<file path="config.mk">
export PLATFORM = sky130hd
export DESIGN_NAME = uart_tx_mmio_flat
export DESIGN_NICKNAME = d
export VERILOG_FILES = /design/src/rtl/uart_pkg.sv /design/src/rtl/uart_tx_mmio_if.sv /design/src/rtl/sync_fifo.sv /design/src/rtl/uart_tx_mmio.sv /design/src/flat_wrapper.sv
export SDC_FILE = /design/constraint.sdc
export NUM_CORES = 1
export LEC_CHECK = 0
export BUFFER_PORTS_ARGS = -buffer_cell sky130_fd_sc_hd__buf_4
export CAP_MARGIN = 20
export CELL_PAD_IN_SITES_DETAIL_PLACEMENT = 0
export CELL_PAD_IN_SITES_GLOBAL_PLACEMENT = 1
export CORE_UTILIZATION = 38
export DETAILED_ROUTE_END_ITERATION = 10
export GPL_ROUTABILITY_DRIVEN = 0
export HOLD_SLACK_MARGIN = 0.15
export PLACE_DENSITY = 0.67
export SETUP_SLACK_MARGIN = 0.15
export SYNTH_ARGS = -nofsm -noshare
export SYNTH_HDL_FRONTEND = slang
export SYNTH_SLANG_ARGS = --single-unit
export TNS_END_PERCENT = 20
</file>
<file path="constraint.sdc">
create_clock -name clk -period 3.65 [get_ports clk]
set_input_delay 0.5475 -clock clk [delete_from_list [all_inputs] [get_ports clk]]
set_output_delay 0.5475 -clock clk [all_outputs]
set_load 0.05 [all_outputs]
</file>
<file path="src/rtl/uart_pkg.sv">
// Shared types and constants for the memory-mapped UART transmitter.
//   tx_state_e  : transmit FSM states
//   DATA_OFS    : byte offset of the DATA register from the base address
//   STATUS_OFS  : byte offset of the STATUS register from the base address
//   STAT_*      : bit positions inside the STATUS word
//   status_word : packs the status flags into the 32-bit read value
package uart_pkg;

  typedef enum logic [1:0] {
    IDLE  = 2'd0,
    START = 2'd1,
    DATA  = 2'd2,
    STOP  = 2'd3
  } tx_state_e;

  localparam logic [31:0] DATA_OFS   = 32'd0;
  localparam logic [31:0] STATUS_OFS = 32'd4;

  localparam int unsigned STAT_FULL  = 0;
  localparam int unsigned STAT_EMPTY = 1;
  localparam int unsigned STAT_IDLE  = 2;
  localparam int unsigned STAT_OVF   = 3;

  // Upper bits of the status word read as zero.
  function automatic logic [31:0] status_word(input logic ovf, input logic idle,
                                              input logic empty, input logic full);
    logic [31:0] w;
    w             = '0;
    w[STAT_OVF]   = ovf;
    w[STAT_IDLE]  = idle;
    w[STAT_EMPTY] = empty;
    w[STAT_FULL]  = full;
    return w;
  endfunction

endpackage

</file>
<file path="src/rtl/uart_tx_mmio_if.sv">
// Data-memory style bus between the address-mapping proxy and a peripheral.
//   addr         : byte address
//   din          : write data
//   write_enable : per-byte write strobes, lane 0 = bit 0
//   dout         : read data, one cycle after the address
interface uart_tx_mmio_if;

  logic [31:0] addr;
  logic [31:0] din;
  logic [3:0]  write_enable;
  logic [31:0] dout;

  modport master (output addr, output din, output write_enable, input dout);
  modport slave  (input addr, input din, input write_enable, output dout);

endinterface

</file>
<file path="src/rtl/sync_fifo.sv">
// Synchronous FIFO, depth 2**AW, no fall-through: a push becomes visible to
// the read side on the following cycle.
//   clk, rstn : clock and synchronous active-low reset (empties the FIFO)
//   push      : write wdata if not full (ignored when full)
//   pop       : advance the read pointer if not empty (ignored when empty)
//   rdata_c   : head-of-queue data
//   full_c    : all entries occupied
//   empty_c   : no entries
module sync_fifo #(
  parameter int unsigned WIDTH = 8,
  parameter int unsigned AW    = 4
) (
  input  logic             clk,
  input  logic             rstn,
  input  logic             push,
  input  logic [WIDTH-1:0] wdata,
  input  logic             pop,
  output logic [WIDTH-1:0] rdata_c,
  output logic             full_c,
  output logic             empty_c
);

  localparam int unsigned DEPTH = 1 << AW;

  logic [WIDTH-1:0] mem [DEPTH];
  logic [AW:0]      wptr;
  logic [AW:0]      rptr;
  logic             push_ok_c;
  logic             pop_ok_c;

  // The extra pointer bit distinguishes full from empty when the indices match.
  assign empty_c   = (wptr == rptr);
  assign full_c    = (wptr[AW] != rptr[AW]) && (wptr[AW-1:0] == rptr[AW-1:0]);
  assign push_ok_c = push && !full_c;
  assign pop_ok_c  = pop && !empty_c;
  assign rdata_c   = mem[rptr[AW-1:0]];

  // Pointer update; push and pop in one cycle both take effect.
  always_ff @(posedge clk) begin
    if (!rstn) begin
      wptr <= '0;
      rptr <= '0;
    end else begin
      if (push_ok_c) wptr <= wptr + (AW+1)'(1);
      if (pop_ok_c)  rptr <= rptr + (AW+1)'(1);
    end
  end

  // Storage array, no reset needed.
  always_ff @(posedge clk) begin
    if (push_ok_c) mem[wptr[AW-1:0]] <= wdata;
  end

endmodule

</file>
<file path="src/rtl/uart_tx_mmio.sv">
// Memory-mapped 8N1 UART transmitter.
// Byte writes to DATA are queued in a FIFO and shifted out LSB first on txd.
// STATUS reads return {overflow, idle, empty, full} with BRAM-like latency;
// any write to STATUS clears the sticky overflow flag.
//   clk, rstn : clock and synchronous active-low reset
//   bus       : slave side of the data-memory bus (addr/din/write_enable/dout)
//   txd       : serial output, idle high, registered
//   tx_busy   : FIFO non-empty or frame in flight (combinational)
module uart_tx_mmio
  import uart_pkg::*;
#(
  parameter logic [31:0] BASE_ADDR   = 32'h10000,
  parameter int unsigned CLK_PER_BIT = 868,
  parameter int unsigned FIFO_AW     = 4
) (
  input  logic            clk,
  input  logic            rstn,
  uart_tx_mmio_if.slave   bus,
  output logic            txd,
  output logic            tx_busy
);

  localparam int unsigned CNT_W     = (CLK_PER_BIT > 1) ? $clog2(CLK_PER_BIT) : 1;
  localparam logic [CNT_W-1:0] BAUD_LAST = CNT_W'(CLK_PER_BIT - 1);

  tx_state_e        state;
  logic [CNT_W-1:0] baud_cnt;
  logic [2:0]       bit_idx;
  logic [7:0]       shift;
  logic             overflow;

  logic             data_sel_c;
  logic             stat_sel_c;
  logic             push_c;
  logic             drop_c;
  logic             stat_wr_c;
  logic             pop_c;
  logic             baud_term_c;
  logic             fifo_full_c;
  logic             fifo_empty_c;
  logic [7:0]       fifo_rdata_c;
  logic             unused_din_c;

  // Address decode and write qualification.
  assign data_sel_c   = (bus.addr == BASE_ADDR + DATA_OFS);
  assign stat_sel_c   = (bus.addr == BASE_ADDR + STATUS_OFS);
  assign push_c       = data_sel_c && bus.write_enable[0];
  assign drop_c       = push_c && fifo_full_c;
  assign stat_wr_c    = stat_sel_c && (|bus.write_enable);
  assign unused_din_c = ^bus.din[31:8];

  assign baud_term_c  = (baud_cnt == BAUD_LAST);
  assign tx_busy      = !fifo_empty_c || (state != IDLE);

  // A byte is taken from the FIFO when idle, or at the end of a stop bit so
  // that consecutive frames run without an idle gap.
  assign pop_c = !fifo_empty_c &&
                 ((state == IDLE) || ((state == STOP) && baud_term_c));

  sync_fifo #(
    .WIDTH (8),
    .AW    (FIFO_AW)
  ) u_fifo (
    .clk     (clk),
    .rstn    (rstn),
    .push    (push_c),
    .wdata   (bus.din[7:0]),
    .pop     (pop_c),
    .rdata_c (fifo_rdata_c),
    .full_c  (fifo_full_c),
    .empty_c (fifo_empty_c)
  );

  // Sticky overflow; a dropped push beats a simultaneous clear.
  always_ff @(posedge clk) begin
    if (!rstn)          overflow <= 1'b0;
    else if (drop_c)    overflow <= 1'b1;
    else if (stat_wr_c) overflow <= 1'b0;
  end

  // Read data register: status word for STATUS, zero for everything else.
  always_ff @(posedge clk) begin
    if (!rstn) begin
      bus.dout <= '0;
    end else if (stat_sel_c) begin
      bus.dout <= status_word(overflow, state == IDLE, fifo_empty_c, fifo_full_c);
    end else begin
      bus.dout <= '0;
    end
  end

  // Transmit FSM; txd is registered from the current state, so the line lags
  // each state change by one cycle while every bit keeps its full length.
  always_ff @(posedge clk) begin
    if (!rstn) begin
      state    <= IDLE;
      baud_cnt <= '0;
      bit_idx  <= '0;
      shift    <= '0;
      txd      <= 1'b1;
    end else begin
      case (state)
        START:   txd <= 1'b0;
        DATA:    txd <= shift[0];
        default: txd <= 1'b1;
      endcase

      case (state)
        IDLE: begin
          baud_cnt <= '0;
          if (!fifo_empty_c) begin
            shift <= fifo_rdata_c;
            state <= START;
          end
        end
        START: begin
          if (baud_term_c) begin
            baud_cnt <= '0;
            bit_idx  <= '0;
            state    <= DATA;
          end else begin
            baud_cnt <= baud_cnt + CNT_W'(1);
          end
        end
        DATA: begin
          if (baud_term_c) begin
            baud_cnt <= '0;
            shift    <= {1'b0, shift[7:1]};
            if (bit_idx == 3'd7) state <= STOP;
            else                 bit_idx <= bit_idx + 3'd1;
          end else begin
            baud_cnt <= baud_cnt + CNT_W'(1);
          end
        end
        STOP: begin
          if (baud_term_c) begin
            baud_cnt <= '0;
            if (!fifo_empty_c) begin
              shift <= fifo_rdata_c;
              state <= START;
            end else begin
              state <= IDLE;
            end
          end else begin
            baud_cnt <= baud_cnt + CNT_W'(1);
          end
        end
        default: state <= IDLE;
      endcase
    end
  end

endmodule

</file>
<file path="src/flat_wrapper.sv">
// flat-port wrapper written by rule: the top's interface ports become plain ports
module uart_tx_mmio_flat import uart_pkg::*;
#(
  parameter logic [31:0] BASE_ADDR   = 32'h10000,
  parameter int unsigned CLK_PER_BIT = 868,
  parameter int unsigned FIFO_AW     = 4
)
  (clk, rstn, txd, tx_busy, bus_addr, bus_din, bus_write_enable, bus_dout);
  uart_tx_mmio_if bus_i ();
  input  logic clk;
  input  logic rstn;
  output logic txd;
  output logic tx_busy;
  input wire logic [$bits(bus_i.addr)-1:0] bus_addr;
  input wire logic [$bits(bus_i.din)-1:0] bus_din;
  input wire logic [$bits(bus_i.write_enable)-1:0] bus_write_enable;
  output wire logic [$bits(bus_i.dout)-1:0] bus_dout;
  assign bus_i.addr = bus_addr;
  assign bus_i.din = bus_din;
  assign bus_i.write_enable = bus_write_enable;
  assign bus_dout = bus_i.dout;
  uart_tx_mmio #(.BASE_ADDR(BASE_ADDR), .CLK_PER_BIT(CLK_PER_BIT), .FIFO_AW(FIFO_AW)) u_core (.clk(clk), .rstn(rstn), .bus(bus_i), .txd(txd), .tx_busy(tx_busy));
endmodule
</file>
==> flow_summary.toml <==
[finish]
fill_cells = 1696
final_layout_size_suffix_gt1_frac = 0.227
stdcell_area_sq_um = 8620
diodes = 0
instances_no_fill = 858
nNetsFinal = 670
area_delta_synth_final_pct = 17.5

[detailed_routing]
drt-vias-per-instance = 5.01
drtAntennaViolNets = 0
routed_wl_microns = 15300
wl_per_cell_microns = 17.8
dr.pass1.iters = 5
m1WireLength_microns = 6800
num_vias = 4299
drc = 0
wl_met2_microns = 7700
dr_wl_met3_microns = 707
drtIter0Drc = 245
highest_layer = "met4"

[place]
port_buffers = 51
dp_cells = 827
dp_hpwl_microns = 10100
dpl_cell_area_sq_um = 8040

[power]
total_power_w = 0.00471
clkPwrFrac = 0.376
p_comb_frac = 0.154
p_per_area_nw_per_um2 = 546
ir_worst_vdd_mv = 0.337
swShare = 0.274
p_sw_w = 0.00129
p_int_w = 0.00342
p_leak_nw = 3.07
seqPwrFrac = 0.470

[clocking]
clkSinkCount = 171
cts-root-buf = "clkbuf_16"
numCtsBuffers = 17
ctsHoldBuffers = 0
cts_buffer_depth = 2
clock_latency_ns = 0.43
clk_pin_slew_worst_paths_ns = 0.07
post_cts_buffers = 0
h-tree-depth = 4
cts_resized = 0
cts_tree = "built"

[critical_path]
r2r_cells = 6
crit_buf_inv = 1
path_max_fanout = 12
cp-start-kind = "register"
cp.required_ns = 3.10
cp_cell_sequence = "xor2_1 -> nor4_4 -> and2_1 -> nand2_1 -> buf_4"
crit_cells = 5
crit_path_top_delay_cell = "dfxtp_1"
critPathArrivalTime_ns = 2.34
critPathTopFamily = "simple AND/OR/NAND/NOR gates"
slowest_delay_ns = 0.61
rrSetupSlack_ns = 0.93
critical_path_class = "reg2out"
end_kind = "output port"

[die]
num_rows = 50
dieHeight_microns = 141
die_w_microns = 141
pin_count = 104
design.core.area_sq_um = 18800
die-area_sq_um = 19900
initial_core_util = 0.389

[logic_synthesis]
synth.top_cell.area_share = 0.524
synth.distinct_cells = 55
ys_ff_latch = 171
netlist_area_sq_um = 7330
synth-edff-count = 128
netlist_instances = 515
synthTopCellsByArea = "edfxtp_1 (52%), dfxtp_1 (12%), mux4_2 (5.8%), mux2i_1 (4.6%), buf_4 (2.9%)"
synth-main-ff-cell = "edfxtp_1"
synthArstFlopShare = 0
yosysMostFrequentCell = "edfxtp_1"
ys_seq_area_frac = 0.642
yosysTopAreaCell = "edfxtp_1"
syn_avg_cell_area_sq_um = 14.2
synth_common_cells = "edfxtp_1 (128), dfxtp_1 (43), nor2_1 (43)"
yosys_warnings = 0

[grt]
grt_max_degree = 30
grt_pass1_wl_microns = 23800
grt_overflow = 0
first_global_vias = 4339
antenna_found_initial = 0
track_usage = 0.163

[timing]
finalSetupTns_ns = 0
rsz0062_at_grt = "false"
worst_hold_slack_ns = 0.435
max_freq_ghz = 0.346
period_needed_ns = 2.89
worst_pin_slew_ns = 0.879
finalClockSkew_ns = 0.0126
min_period_over_period = 0.791
final_max_slew_viol_count = 0
finalHoldViolCount = 0
relSlewSlack = 0.414
setup_viol = 0

[status]
status = "completed"

[min_path]
hp-class = "in2reg"
whs_path_depth = 1

[flow_run]
cap_violations = 0
final timing paths:
kind                                      start                                 end
max          u_core.u_fifo.wptr[2]$_SDFFE_PN0P_                             tx_busy
min reg2reg      u_core.bit_idx[1]$_SDFFE_PN0P_      u_core.bit_idx[1]$_SDFFE_PN0P_
max reg2reg  u_core.u_fifo.wptr[2]$_SDFFE_PN0P_   u_core.u_fifo.mem[3][2]$_DFFE_PP_
min                                  bus_din[7]  u_core.u_fifo.mem[10][7]$_DFFE_PP_
metal layers:
metal / global-route usage / vias up
li1: - / 2042
met2: 0.279 / 116
met4: 0.0503 / 0
met1: 0.203 / 2134
met3: 0.0391 / 7
met5: 0 / -
metrics by stage:
| stage | setup slack (ns) | util |
|---|---|---|
| 2_1_floorplan | 0.879 | - |
| 3_3_place_gp | 0.711 | 0.427 |
| 3_5_place_dp | 0.687 | 0.427 |
| 4_1_cts | 0.725 | 0.458 |
| 5_1_grt | 0.579 | 0.458 |
| 6_report | 0.761 | 0.458 |
area by class of cell:
type | count | area [sq um] | area share
Timing Repair Buffer | 75 | 576 | 0.0668
Multi-Input combinational cell | 310 | 2390 | 0.277
Sequential cell | 171 | 4710 | 0.546
Clock buffer | 17 | 425 | 0.0494
Tap cell | 260 | 325 | 0.0378
Clock inverter | 14 | 156 | 0.0182
Inverter | 11 | 41.3 | 0.00479
cells by family after synthesis:
family                     synth area share
buffers and inverters                0.0467
AOI/OAI and AO/OA                    0.0669
adders and majority gates            0.0239
xor gates and xnor gates             0.0215
DFF                                   0.642
muxes                                 0.105
and+or+nand+nor                      0.0942
other                              0.000511
worst reg2reg max path, stage by stage, from the launching register on:
cell and delay [ns]:
dfxtp_1 0.61, xor2_1 0.28, nor4_4 0.13, a2111oi_4 0.61, nand2_1 0.33, nor3_1 0.29, buf_4 0.20
power by group through the flow:
stage | Sequential [W] | Clock, W | Combinational (W)
final | 0.00221 | 0.00177 | 0.000725
after global routing | 0.00223 | 0.00188 | 0.000780
after CTS | 0.00222 | 0.00181 | 0.000732
after detailed placement | 0.00226 | 0 | 0.000728
after global placement | 0.00226 | 0 | 0.000718
after floorplan | 0.00220 | 0 | 0.000581
state kept, by name, summed over array words and instances, names as in the netlist, 2 cells and up, named ones only:
register,cells
u_core.baud_cnt,10
u_core.bit_idx,3
u_core.bus.dout,4
u_core.shift,8
u_core.state,2
u_core.u_fifo.mem,128
u_core.u_fifo.rptr,5
u_core.u_fifo.wptr,5
placed cells by master, fill, tap and decap left out, drive strengths merged, types with 13 or more instances in the layout:
cell | Yosys | layout
dfxtp | 43 | 43
buf | 35 | 75
edfxtp | 128 | 128
mux2i | 34 | 34
nand2 | 21 | 21
inv | 11 | 18
and3 | 13 | 13
clkbuf | 15 | 17
a21oi | 14 | 14
mux4 | 19 | 19
ha | 14 | 14
conb | 1 | 28
nor2 | 43 | 43
(Power assumes the default switching activity.)
